===== config.mk =====
export PLATFORM = sky130hd
export DESIGN_NAME = poss_cfg_target
export DESIGN_NICKNAME = d
export VERILOG_FILES = /design/src/rtl/poss_pkg.sv /design/src/rtl/poss_checksum.sv /design/src/rtl/poss_cfg_target.sv
export SDC_FILE = /design/constraint.sdc
export NUM_CORES = 1
export LEC_CHECK = 0
export ABC_AREA = 1
export ABC_CLOCK_PERIOD_IN_PS = 4500
export BUFFER_PORTS_ARGS = -buffer_cell sky130_fd_sc_hd__clkbuf_2
export CORE_AREA = 4 4 310 312
export DETAILED_ROUTE_END_ITERATION = 8
export DIE_AREA = 0 0 314 316
export PLACE_DENSITY = 0.55
export SLEW_MARGIN = 20
export SYNTH_ARGS = -nofsm -noshare
export SYNTH_HDL_FRONTEND = slang
export SYNTH_SLANG_ARGS = --single-unit

===== constraint.sdc =====
create_clock -name clk -period 4.5 [get_ports clk]
set_clock_uncertainty 0.15 [all_clocks]
set_input_delay 1.35 -clock clk [delete_from_list [all_inputs] [get_ports clk]]
set_output_delay 1.35 -clock clk [all_outputs]
set_load 0.005 [all_outputs]

===== src/rtl/poss_pkg.sv =====
// Shared types and default sizing for the POSS configuration target.
package poss_pkg;

    typedef enum logic [1:0] {
        IDLE,
        LOAD,
        DONE,
        ERROR
    } poss_state_t;

    localparam int POSS_ADDR_W = 6;
    localparam int POSS_DATA_W = 16;
    localparam int POSS_NREG   = 48;

    localparam logic [POSS_DATA_W-1:0] POSS_CSUM_INIT = '0;

endpackage


===== src/rtl/poss_checksum.sv =====
// Running-XOR accumulator over a load cycle; match_o compares the running
// value against the word currently on din_i.
module poss_checksum
    import poss_pkg::*;
#(
    parameter int DATA_W = POSS_DATA_W
) (
    input  logic              clk_i,
    input  logic              rst_i,
    input  logic              clr_i,
    input  logic              en_i,
    input  logic [DATA_W-1:0] din_i,
    output logic              match_o
);

    logic [DATA_W-1:0] acc_q;
    logic [DATA_W-1:0] acc_d;

    always_comb begin
        acc_d = acc_q;
        if (clr_i) begin
            acc_d = DATA_W'(POSS_CSUM_INIT);
        end else if (en_i) begin
            acc_d = acc_q ^ din_i;
        end
    end

    always_ff @(posedge clk_i) begin
        if (rst_i) begin
            acc_q <= DATA_W'(POSS_CSUM_INIT);
        end else begin
            acc_q <= acc_d;
        end
    end

    assign match_o = (acc_q == din_i);

endmodule


===== src/rtl/poss_cfg_target.sv =====
// POSS loading-interface responder: stores the loader's write stream into a
// register bank and flags load completion. Optional checksum: POSS_CHECKSUM_EN.
module poss_cfg_target
    import poss_pkg::*;
#(
    parameter int ADDR_W = POSS_ADDR_W,
    parameter int DATA_W = POSS_DATA_W,
    parameter int NREG   = POSS_NREG
) (
    input  logic                   clk,
    input  logic                   rst,
    input  logic                   req_valid,
    input  logic [ADDR_W-1:0]      req_addr,
    input  logic [DATA_W-1:0]      req_data,
    input  logic                   req_last,
    output logic                   req_ready,
    output logic                   rsp_valid,
    output logic                   rsp_err,
    input  logic                   cfg_clr,
    output logic [NREG*DATA_W-1:0] cfg_regs,
    output logic                   cfg_valid,
    output logic                   load_done,
    output logic                   load_err,
    output logic [ADDR_W:0]        wr_count
);

    localparam logic [ADDR_W:0] NREG_L = (ADDR_W+1)'(NREG);

    poss_state_t       state_q, state_d;
    logic              err_q, err_d;
    logic [ADDR_W:0]   cnt_q, cnt_d;
    logic              rsp_valid_q, rsp_valid_d;
    logic              rsp_err_q, rsp_err_d;
    logic [DATA_W-1:0] regs_q [NREG];

    logic accept;
    logic in_range;
    logic store;
    logic csum_word;
    logic csum_bad;

    assign req_ready = (state_q == IDLE) || (state_q == LOAD);
    // cfg_clr wins over a simultaneous write: the write is dropped unacknowledged.
    assign accept    = req_valid && req_ready && !cfg_clr;
    assign in_range  = ({1'b0, req_addr} < NREG_L);

`ifdef POSS_CHECKSUM_EN
    logic csum_match;

    assign csum_word = req_last;
    assign csum_bad  = !csum_match;

    poss_checksum #(
        .DATA_W (DATA_W)
    ) u_csum (
        .clk_i   (clk),
        .rst_i   (rst),
        .clr_i   (cfg_clr),
        .en_i    (accept && !req_last),
        .din_i   (req_data),
        .match_o (csum_match)
    );
`else
    assign csum_word = 1'b0;
    assign csum_bad  = 1'b0;
`endif

    assign store = accept && in_range && !csum_word;

    always_comb begin
        state_d     = state_q;
        err_d       = err_q;
        cnt_d       = cnt_q;
        rsp_valid_d = 1'b0;
        rsp_err_d   = 1'b0;
        if (cfg_clr) begin
            state_d = IDLE;
            err_d   = 1'b0;
            cnt_d   = '0;
        end else if (accept) begin
            rsp_valid_d = 1'b1;
            if (csum_word) begin
                rsp_err_d = csum_bad;
                state_d   = (err_q || csum_bad) ? ERROR : DONE;
            end else begin
                rsp_err_d = !in_range;
                err_d     = err_q || !in_range;
                if (cnt_q != '1) begin
                    cnt_d = cnt_q + 1'b1;
                end
                if (req_last) begin
                    state_d = (err_q || !in_range) ? ERROR : DONE;
                end else begin
                    state_d = LOAD;
                end
            end
        end
    end

    always_ff @(posedge clk) begin
        if (rst) begin
            state_q     <= IDLE;
            err_q       <= 1'b0;
            cnt_q       <= '0;
            rsp_valid_q <= 1'b0;
            rsp_err_q   <= 1'b0;
        end else begin
            state_q     <= state_d;
            err_q       <= err_d;
            cnt_q       <= cnt_d;
            rsp_valid_q <= rsp_valid_d;
            rsp_err_q   <= rsp_err_d;
        end
    end

    // The bank is cleared by rst only; cfg_clr leaves stale contents in place.
    always_ff @(posedge clk) begin
        if (rst) begin
            for (int i = 0; i < NREG; i++) begin
                regs_q[i] <= '0;
            end
        end else if (store) begin
            regs_q[req_addr] <= req_data;
        end
    end

    for (genvar g = 0; g < NREG; g++) begin : g_flat
        assign cfg_regs[g*DATA_W +: DATA_W] = regs_q[g];
    end

    assign rsp_valid = rsp_valid_q;
    assign rsp_err   = rsp_err_q;
    assign cfg_valid = (state_q == DONE);
    assign load_done = (state_q == DONE) || (state_q == ERROR);
    assign load_err  = (state_q == ERROR);
    assign wr_count  = cnt_q;

endmodule


======== Word level (Yosys, flattened, before mapping) ========
Memories as Yosys holds them, arrays and structs flattened.
Index checks and enable logic that the tools add are counted.
word-level totals
  memory bits (writable) .................. 768
  logic and storage cells ................. 37
  output and inout port bits .............. 781
  register bits after elaboration ......... 12
  input port bits ......................... 27
  memories ................................ 1
cells by class
  mux-type cells .......................... 11
  add/sub/neg operators ................... 1
  order comparisons ....................... 1
  equality and inequality tests ........... 4
  bitwise gates (word level) .............. 1
  reduce and logical (&&, ||, !) cells .... 13
memories
  memory  words  bits a word  rd ports  clocked after memory_dff  write ports  line                   source
  regs_q  48     16           48        0                         48           poss_cfg_target.sv:34  logic [DATA_W-1:0] regs_q [NREG];
operators with widths
  cell                                                             count
  16-bit two-way mux                                               1
  16-bit OR reduction                                              1
  1-bit two-way mux                                                8
  7-bit by 1-bit adder with 7-bit output, second input constant    1
  7-bit != test, second input constant                             1
  6-bit < comparator, second input constant                        1
  6-bit two-way mux                                                1
  2-bit == test, second input constant                             2
  1-bit logical AND                                                3
  1-bit logical OR                                                 3
  3-bit OR reduction                                               1
  2-bit by 1-bit == test with 1-bit output, second input constant  1
  1-bit zero test                                                  2
  2-bit zero test                                                  1
  2-bit two-way mux                                                1
  2-bit AND reduction                                              1
  2-bit OR reduction                                               1
  1-bit NOT                                                        1

======== Logic depth before layout (Yosys ltp) ========
Gate-level depths: netlist (run 1).
  depth after elaboration ................. 10
  mapped depth ............................ 8
  depth with buffers taken out ............ 8

======== Least setup slack after synthesis (run 1) ========
No wires, ideal clock.
  kind .................................... input port to flip-flop
  from .................................... input port req_addr[1]
  to ...................................... memory regs_q[20][0] (netlist bit) (enable)
  slack ................................... 517 ps
  library setup time ...................... 411 ps
  stages .................................. 4
  path buffers ............................ 1
  data arrival time ....................... 3421 ps
  required time ........................... 3939 ps
  cell sequence ........................... buf_6 -> nor3_4 -> nand3_4 -> o21ai_0
RTL lines
  item         line                   source
  from (decl)  poss_cfg_target.sv:13  input logic [ADDR_W-1:0] req_addr,
  to (decl)    poss_cfg_target.sv:34

==> results of run 1 <==
## placed cells by master, fill, tap and decap left out
cell type                      n
sky130_fd_sc_hd__o21ai_1       3
sky130_fd_sc_hd__buf_4        70
sky130_fd_sc_hd__nand3_2       1
sky130_fd_sc_hd__diode_2       1
sky130_fd_sc_hd__inv_4         2
sky130_fd_sc_hd__nand3_4       2
sky130_fd_sc_hd__nor3_2       10
sky130_fd_sc_hd__ha_1          1
sky130_fd_sc_hd__nor2_2       36
sky130_fd_sc_hd__edfxtp_1    768
sky130_fd_sc_hd__nand2_2       2
sky130_fd_sc_hd__clkbuf_16    87
sky130_fd_sc_hd__nand3_1       8
sky130_fd_sc_hd__bufinv_16     8
sky130_fd_sc_hd__dfxtp_1      12
sky130_fd_sc_hd__clkinv_1     15
sky130_fd_sc_hd__nand4_1       1
sky130_fd_sc_hd__clkinvlp_4    4
sky130_fd_sc_hd__clkinv_2      9
sky130_fd_sc_hd__clkbuf_1     24
sky130_fd_sc_hd__inv_2        21
sky130_fd_sc_hd__nor3_4        6
sky130_fd_sc_hd__inv_6         6
sky130_fd_sc_hd__clkbuf_2    807
sky130_fd_sc_hd__a31oi_1       1
sky130_fd_sc_hd__nor2_4        4
sky130_fd_sc_hd__o21ai_0       3
sky130_fd_sc_hd__inv_1        14
sky130_fd_sc_hd__nor3_1       40
sky130_fd_sc_hd__buf_12       14
sky130_fd_sc_hd__nor2_1      708
sky130_fd_sc_hd__nand4_4      33
sky130_fd_sc_hd__a21oi_1       4
sky130_fd_sc_hd__nand4_2      12
sky130_fd_sc_hd__nand2_1      67
## per-layer routing
metal,routed length [um],vias to the layer above,share of wire,GRT usage
li1,-,8269,-,-
met1,40100,9610,0.38,0.251
met2,51900,896,0.50,0.343
met3,8980,177,0.086,0.0585
met4,3680,2,0.035,0.0723
met5,9,-,0.000086,0
## critical path, cell delays in order
cell,delay (ns)
sky130_fd_sc_hd__clkbuf_2,0.09
sky130_fd_sc_hd__inv_1,0.08
sky130_fd_sc_hd__nand3_2,0.18
sky130_fd_sc_hd__nor2_4,0.17
sky130_fd_sc_hd__buf_12,0.34
sky130_fd_sc_hd__buf_4,0.34
sky130_fd_sc_hd__nand4_4,0.30
sky130_fd_sc_hd__nand2_1,0.68
## flip-flops by register name (all words and copies together) (netlist names)
name,cells
regs_q,768
wr_count,7
err_q,1
state_q,2
rsp_valid,1
rsp_err,1
## power by group
group / internal (mW) / switching [mW] / total, mW
clock: 4.01 / 2.86 / 6.87
combinational: 0.252 / 0.711 / 0.963
sequential: 8.24 / 0.0997 / 8.34
total: 12.5 / 3.67 / 16.2
## worst min path at each step
stage,start,to,slack (ns),cells after the start
2_1_floorplan,err_q,err_q,0.29,2
5_1_grt,err_q,err_q,0.37,2
3_5_place_dp,err_q,err_q,0.32,2
4_1_cts,err_q,err_q,0.33,2
3_3_place_gp,err_q,err_q,0.31,2
6_report,err_q,err_q,0.33,2
## layout make-up
| class | count | area, sq um | area share |
|---|---|---|---|
| multi-input combinational | 942 | 4600 | 0.124 |
| clock buffer | 111 | 2270 | 0.0610 |
| sequential | 780 | 23300 | 0.627 |
| inverter | 38 | 148 | 0.00397 |
| clock inverter | 41 | 420 | 0.0113 |
| tap | 1254 | 1570 | 0.0422 |
| timing repair buffer | 891 | 4840 | 0.130 |
| antenna | 1 | 2.50 | 0.0000673 |
## cells by family (layout without fill, tap and decap cells)
group                    count (synthesis)  count (layout)  share of synthesized area
buffers and inverters                  195            1081                     0.0340
other                                    0               1                          0
AO/OA/AOI/OAI                           11              11                    0.00195
flip-flops                             780             780                      0.807
AND/OR/NAND/NOR                        930             930                      0.157
adder cells (fa/ha/maj)                  1               1                   0.000433
## stage by stage
step / setup slack (ns) / power (mW) / util / instances
2_1_floorplan: 0.517 / 8.80 / - / 1917
5_1_grt: 0.914 / 16.6 / 0.399 / 4057
4_1_cts: 1.08 / 16.3 / 0.399 / 4057
3_5_place_dp: 0.401 / 9.48 / 0.370 / 3905
3_3_place_gp: 0.420 / 9.47 / 0.370 / 3905
6_report: 1.05 / 16.2 / 0.399 / 4058
==> Flow_metrics.wiki, run 1 <==
{| class="wikitable"
! Metric !! Value
|-
| Maximum fanout along the worst path || 39
|-
| Number of sinks on the clock net || 780
|-
| Power density of the placed cells || 435 nW/um^2
|-
| Vias in the first global route || 18400
|-
| RR Startpoint || state_q[1]
|-
| Detailed-route wire length per cell || 25.8 um
|-
| Post-detailed-route count of antenna-violating nets || 0
|-
| Placed wire-length estimate after detailed placement || 73000 um
|-
| Horiz. Die Dim || 314 um
|-
| Final layout net count || 2765
|-
| Vertical extent of the die || 316 um
|-
| Type of the worst min-delay path || flop to flop
|-
| Peak supply drop || 0.292 mV
|-
| Total wire length || 105000 um
|-
| Main synth FF type || sky130_fd_sc_hd__edfxtp_1
|-
| Die Outline Area || 99200 sq um
|-
| #FFs+latches synth || 780
|-
| Max-cap viol count || 0
|-
| Distinct cell type count of the synthesized netlist || 29
|-
| Count of filler cells inserted in the layout || 8856
|-
| Area of placed instances || 34500 sq um
|-
| Number of nets in the synthesized netlist || 1945
|-
| TritonRoute pass-1 iters || 5
|-
| Total overflow reported by the global router || 0
|-
| Final design instance area without fill || 37200 sq um
|-
| Starting Density || 0.310
|-
| Yosys warning total || 0
|-
| FP Rows || 112
|-
| Headroom to the max-slew limit || 0.378
|-
| Outcome || completed
|-
| Worst setup path endpoint || regs_q[43][10]
|-
| Fraction of synthesis flops using an asynchronous set or reset pin || 0
|-
| Area share of the largest cell type after synthesis || 0.799
|-
| Leak pwr || 15.5 nW
|-
| Later-pin clock latency in the skew report || 0.64 ns
|-
| Destination of the worst register-to-register timing path || regs_q[43][10]
|-
| Count leader, synth || sky130_fd_sc_hd__edfxtp_1
|-
| Main area contributors after synthesis || sky130_fd_sc_hd__edfxtp_1 (80%), sky130_fd_sc_hd__nor2_1 (9.2%), sky130_fd_sc_hd__nand4_4 (2.4%)
|-
| Setup TNS Final || 0 ns
|-
| Final critical-path share of the clock period || 0.767
|-
| Tmin final || 3.45 ns
|-
| Post-synth top area cell || sky130_fd_sc_hd__edfxtp_1
|-
| Vias per inst || 4.67
|-
| Placer congestion estimate || 0.806
|-
| Cells resized by post-CTS repair || 0
|-
| I/O pin cnt || 808
|-
| Setup slack of the worst register-to-register path || 1.51 ns
|-
| Share of cells above drive strength 1 || 0.405
|-
| Worst-Margin Slew || 0.932 ns
|-
| Layout area overhead || 28.7%
|-
| CP Data Required Time || 4.62 ns
|-
| Remaining design rule violation count || 0
|-
| Iteration-0 DRC count of the detailed router || 2218
|-
| Post-CTS Setup Inserts || 0
|-
| Worst Setup Path Type || input port to flop
|-
| Type of element launching the critical path || input port
|-
| Crit. End Element || flop
|-
| Worst-case hold slack || 0.333 ns
|-
| Register clock-pin slew on the reported worst setup and hold paths || 0.06 ns
|-
| Hold Buf Count CTS || 0
|-
| Number of clock buffers inserted by TritonCTS || 84
|-
| Unrepaired setup endpoints after global routing || false
|-
| I/O Buffers || 807
|-
| Global Route Usage Sum || 0.204
|-
| H-tree Lvls || 3
|-
| Final setup violation count || 0
|-
| Root buffer cell || sky130_fd_sc_hd__clkbuf_16
|-
| Number of cell instances on the worst register-to-register path || 7
|-
| Number of synthesized flops with an enable pin || 768
|-
| Number of pins with negative max-slew slack in the final report || 0
|-
| Most frequent cells after synthesis || sky130_fd_sc_hd__edfxtp_1 (768), sky130_fd_sc_hd__nor2_1 (708), sky130_fd_sc_hd__clkbuf_1 (90)
|-
| Number of vias after detailed routing || 19000
|-
| Maximum number of pins on one net before global-route repair || 40
|-
| Number of antenna violations at the first check in global routing || 2
|-
| Max Root-Sink Buffers || 3
|-
| Std-Cell Core Area || 93000 sq um
|-
| Data arrival time of the critical path || 3.57 ns
|-
| Average cell area after synthesis || 15.1 sq um
|-
| Sequential element share of the synthesized area || 0.807
|-
| Crit path launch || cfg_clr
|-
| Final hold violation count || 0
|-
| Fmax || 290 MHz
|-
| Netlist Area Pre-Place || 28900 sq um
|-
| Synthesized instance count || 1917
|-
| Clock tree from TritonCTS || built
|-
| Global-route wire length before repair || 142000 um
|}
(Power assumes the default switching activity.)
==> run 2, diff against run 1 <==
--- a/config.mk
+++ b/config.mk
@@ -6,7 +6,7 @@
 export NUM_CORES = 1
 export LEC_CHECK = 0
 export ABC_AREA = 1
-export ABC_CLOCK_PERIOD_IN_PS = 4500
+export ABC_CLOCK_PERIOD_IN_PS = 3600
 export BUFFER_PORTS_ARGS = -buffer_cell sky130_fd_sc_hd__clkbuf_2
 export CORE_AREA = 4 4 310 312
 export DETAILED_ROUTE_END_ITERATION = 8
==> constraint.sdc (replaced) <==
create_clock -name clk -period 3.6 [get_ports clk]
set_clock_uncertainty 0.15 [all_clocks]
set_input_delay 1.08 -clock clk [delete_from_list [all_inputs] [get_ports clk]]
set_output_delay 1.08 -clock clk [all_outputs]
set_load 0.005 [all_outputs]
==> run 2 against run 1 <==
Net effect: sequential power grew 25%; worst setup slack lost 0.061 ns; worst hold slack lost 0.0038 ns; critical path type is now flop to primary output; largest power group unchanged.
==> Flow_metrics.wiki, run 2 (synthesized netlist as in run 1, its figures left out) <==
{| class="wikitable"
! Metric !! Value
|-
| Detailed-route wire length per cell || 25.4 um
|-
| Final design instance area without fill || 37800 sq um
|-
| Number of instances on the worst hold path || 2
|-
| Type of the worst min-delay path || flop to flop
|-
| Final instance count without filler cells || 4111
|-
| Placed wire-length estimate after detailed placement || 68800 um
|-
| Number of vias after detailed routing || 19200
|-
| Leak pwr || 15.9 nW
|-
| Data arrival time of the critical path || 1.38 ns
|-
| Unrepaired setup endpoints after global routing || false
|-
| End of the worst hold path || err_q
|-
| Fmax || 383 MHz
|-
| Post-Place Worst Slack || 0.377 ns
|-
| Total overflow reported by the global router || 0
|-
| Final core area utilization || 0.407
|-
| Iteration-0 DRC count of the detailed router || 1787
|-
| Setup TNS Final || 0 ns
|-
| Placer congestion estimate || 0.795
|-
| H-tree Lvls || 3
|-
| Register clock-pin slew on the reported worst setup and hold paths || 0.07 ns
|-
| Power density of the placed cells || 545 nW/um^2
|-
| Number of antenna diodes || 0
|-
| Destination of the worst register-to-register timing path || regs_q[30][13]
|-
| Number of cell instances on the worst register-to-register path || 7
|-
| Headroom to the max-slew limit || 0.540
|-
| TritonRoute pass-1 iters || 5
|-
| Register bank with the most flops || regs_q
|-
| Clock tree from TritonCTS || built
|-
| Max Root-Sink Buffers || 3
|-
| Final setup violation count || 0
|-
| Post-CTS Setup Inserts || 0
|-
| Share of cells above drive strength 1 || 0.420
|-
| Global-route wire length before repair || 142000 um
|-
| Cells resized by post-CTS repair || 0
|-
| Number of clock buffers inserted by TritonCTS || 85
|-
| Setup slack of the worst register-to-register path || 1.25 ns
|-
| RR Startpoint || state_q[1]
|-
| Vias per inst || 4.66
|-
| Number of placed instances with taps included || 3958
|-
| Most frequent cells in the layout || sky130_fd_sc_hd__clkbuf_2 (807), sky130_fd_sc_hd__edfxtp_1 (768), sky130_fd_sc_hd__nor2_1 (708)
|-
| Final layout net count || 2819
|-
| CP Data Required Time || 2.37 ns
|-
| I/O Buffers || 807
|-
| Total wire length || 104000 um
|-
| Std-Cell Core Area || 93000 sq um
|-
| Number of antenna violations at the first check in global routing || 2
|-
| FP Rows || 112
|-
| Worst-Margin Slew || 0.688 ns
|-
| Post-detailed-route count of antenna-violating nets || 0
|-
| Final critical-path share of the clock period || 0.726
|-
| Root buffer cell || sky130_fd_sc_hd__clkbuf_16
|-
| Maximum number of pins on one net before global-route repair || 49
|-
| Outcome || completed
|-
| Area of placed instances || 35000 sq um
|-
| Horiz. Die Dim || 314 um
|-
| Fin worst setup slack || 0.986 ns
|-
| Most common cell after layout, fill and taps aside || sky130_fd_sc_hd__clkbuf_2
|-
| Global Route Usage Sum || 0.202
|-
| Remaining design rule violation count || 0
|-
| Later-pin clock latency in the skew report || 0.64 ns
|-
| Number of sinks on the clock net || 780
|-
| Vias in the first global route || 18600
|-
| Number of pins with negative max-slew slack in the final report || 0
|-
| I/O pin cnt || 808
|-
| Starting Density || 0.310
|-
| Crit. End Element || primary output
|-
| Layout area overhead || 31.0%
|-
| Max FFs per register || 768
|-
| Vertical extent of the die || 316 um
|-
| Max-cap viol count || 0
|-
| Source of the worst hold timing path || err_q
|-
| Final hold violation count || 0
|-
| Tmin final || 2.61 ns
|-
| Maximum fanout along the worst path || 4
|-
| Die Outline Area || 99200 sq um
|-
| Type of element launching the critical path || flop
|-
| Hold Buf Count CTS || 0
|-
| Worst Setup Path Type || flop to primary output
|-
| Peak supply drop || 0.365 mV
|}
[run 2: cell count changes in the layout (fill, tap and decap cells not counted), sizes merged]
cell | previous run | this run
buf | 84 | 137
inv | 43 | 41
clkinvlp | 4 | 2
clkinv | 24 | 32
clkbuf | 918 | 912
bufinv | 8 | 11
diode | 1 | 0
[run 2: layout make-up]
cell class                 count  area [sq um]
clock buffer                 105          2290
multi-input combinational    942          4600
clock inverter                48           554
timing repair buffer         944          5380
fill                        8734         55200
inverter                      38           148
tap                         1254          1570
sequential                   780         23300
[run 2: worst max-delay path by stage]
stage | from | to | slack (ns)
after detailed placement | req_addr[2] | regs_q[30][7] | 0.38
final | state_q[1] | cfg_valid | 0.99
after floorplan | req_addr[1] | regs_q[20][0] | 0.32
after CTS | state_q[1] | cfg_valid | 0.92
after global placement | req_addr[2] | regs_q[30][13] | 0.39
after global routing | state_q[1] | cfg_valid | 0.89
[run 2: routing by layer]
metal,global-route usage,share of wire,vias to the layer above
li1,-,-,8392
met1,0.246,0.38,9701
met2,0.350,0.51,883
met3,0.0526,0.078,172
met4,0.0661,0.031,4
met5,0,0.00026,-
[run 2: stage by stage]
step                      power, mW  hold slack (ns)
after floorplan                11.0            0.288
after global placement         11.9            0.302
after detailed placement       11.9            0.314
after CTS                      20.8            0.334
after global routing           21.3            0.366
final                          20.6            0.329
[run 2: critical path: stages, from the launching register on]
cell and delay [ns]:
sky130_fd_sc_hd__dfxtp_1 0.41, sky130_fd_sc_hd__inv_2 0.08, sky130_fd_sc_hd__nor2_1 0.12, sky130_fd_sc_hd__clkbuf_2 0.13
[run 2: where the power goes]
part | switching [mW] | internal (mW) | leakage, nW
Combinational | 0.888 | 0.360 | 6.60
Clock | 3.64 | 5.31 | 1.39
Sequential | 0.131 | 10.3 | 7.87
Total | 4.66 | 16.0 | 15.9
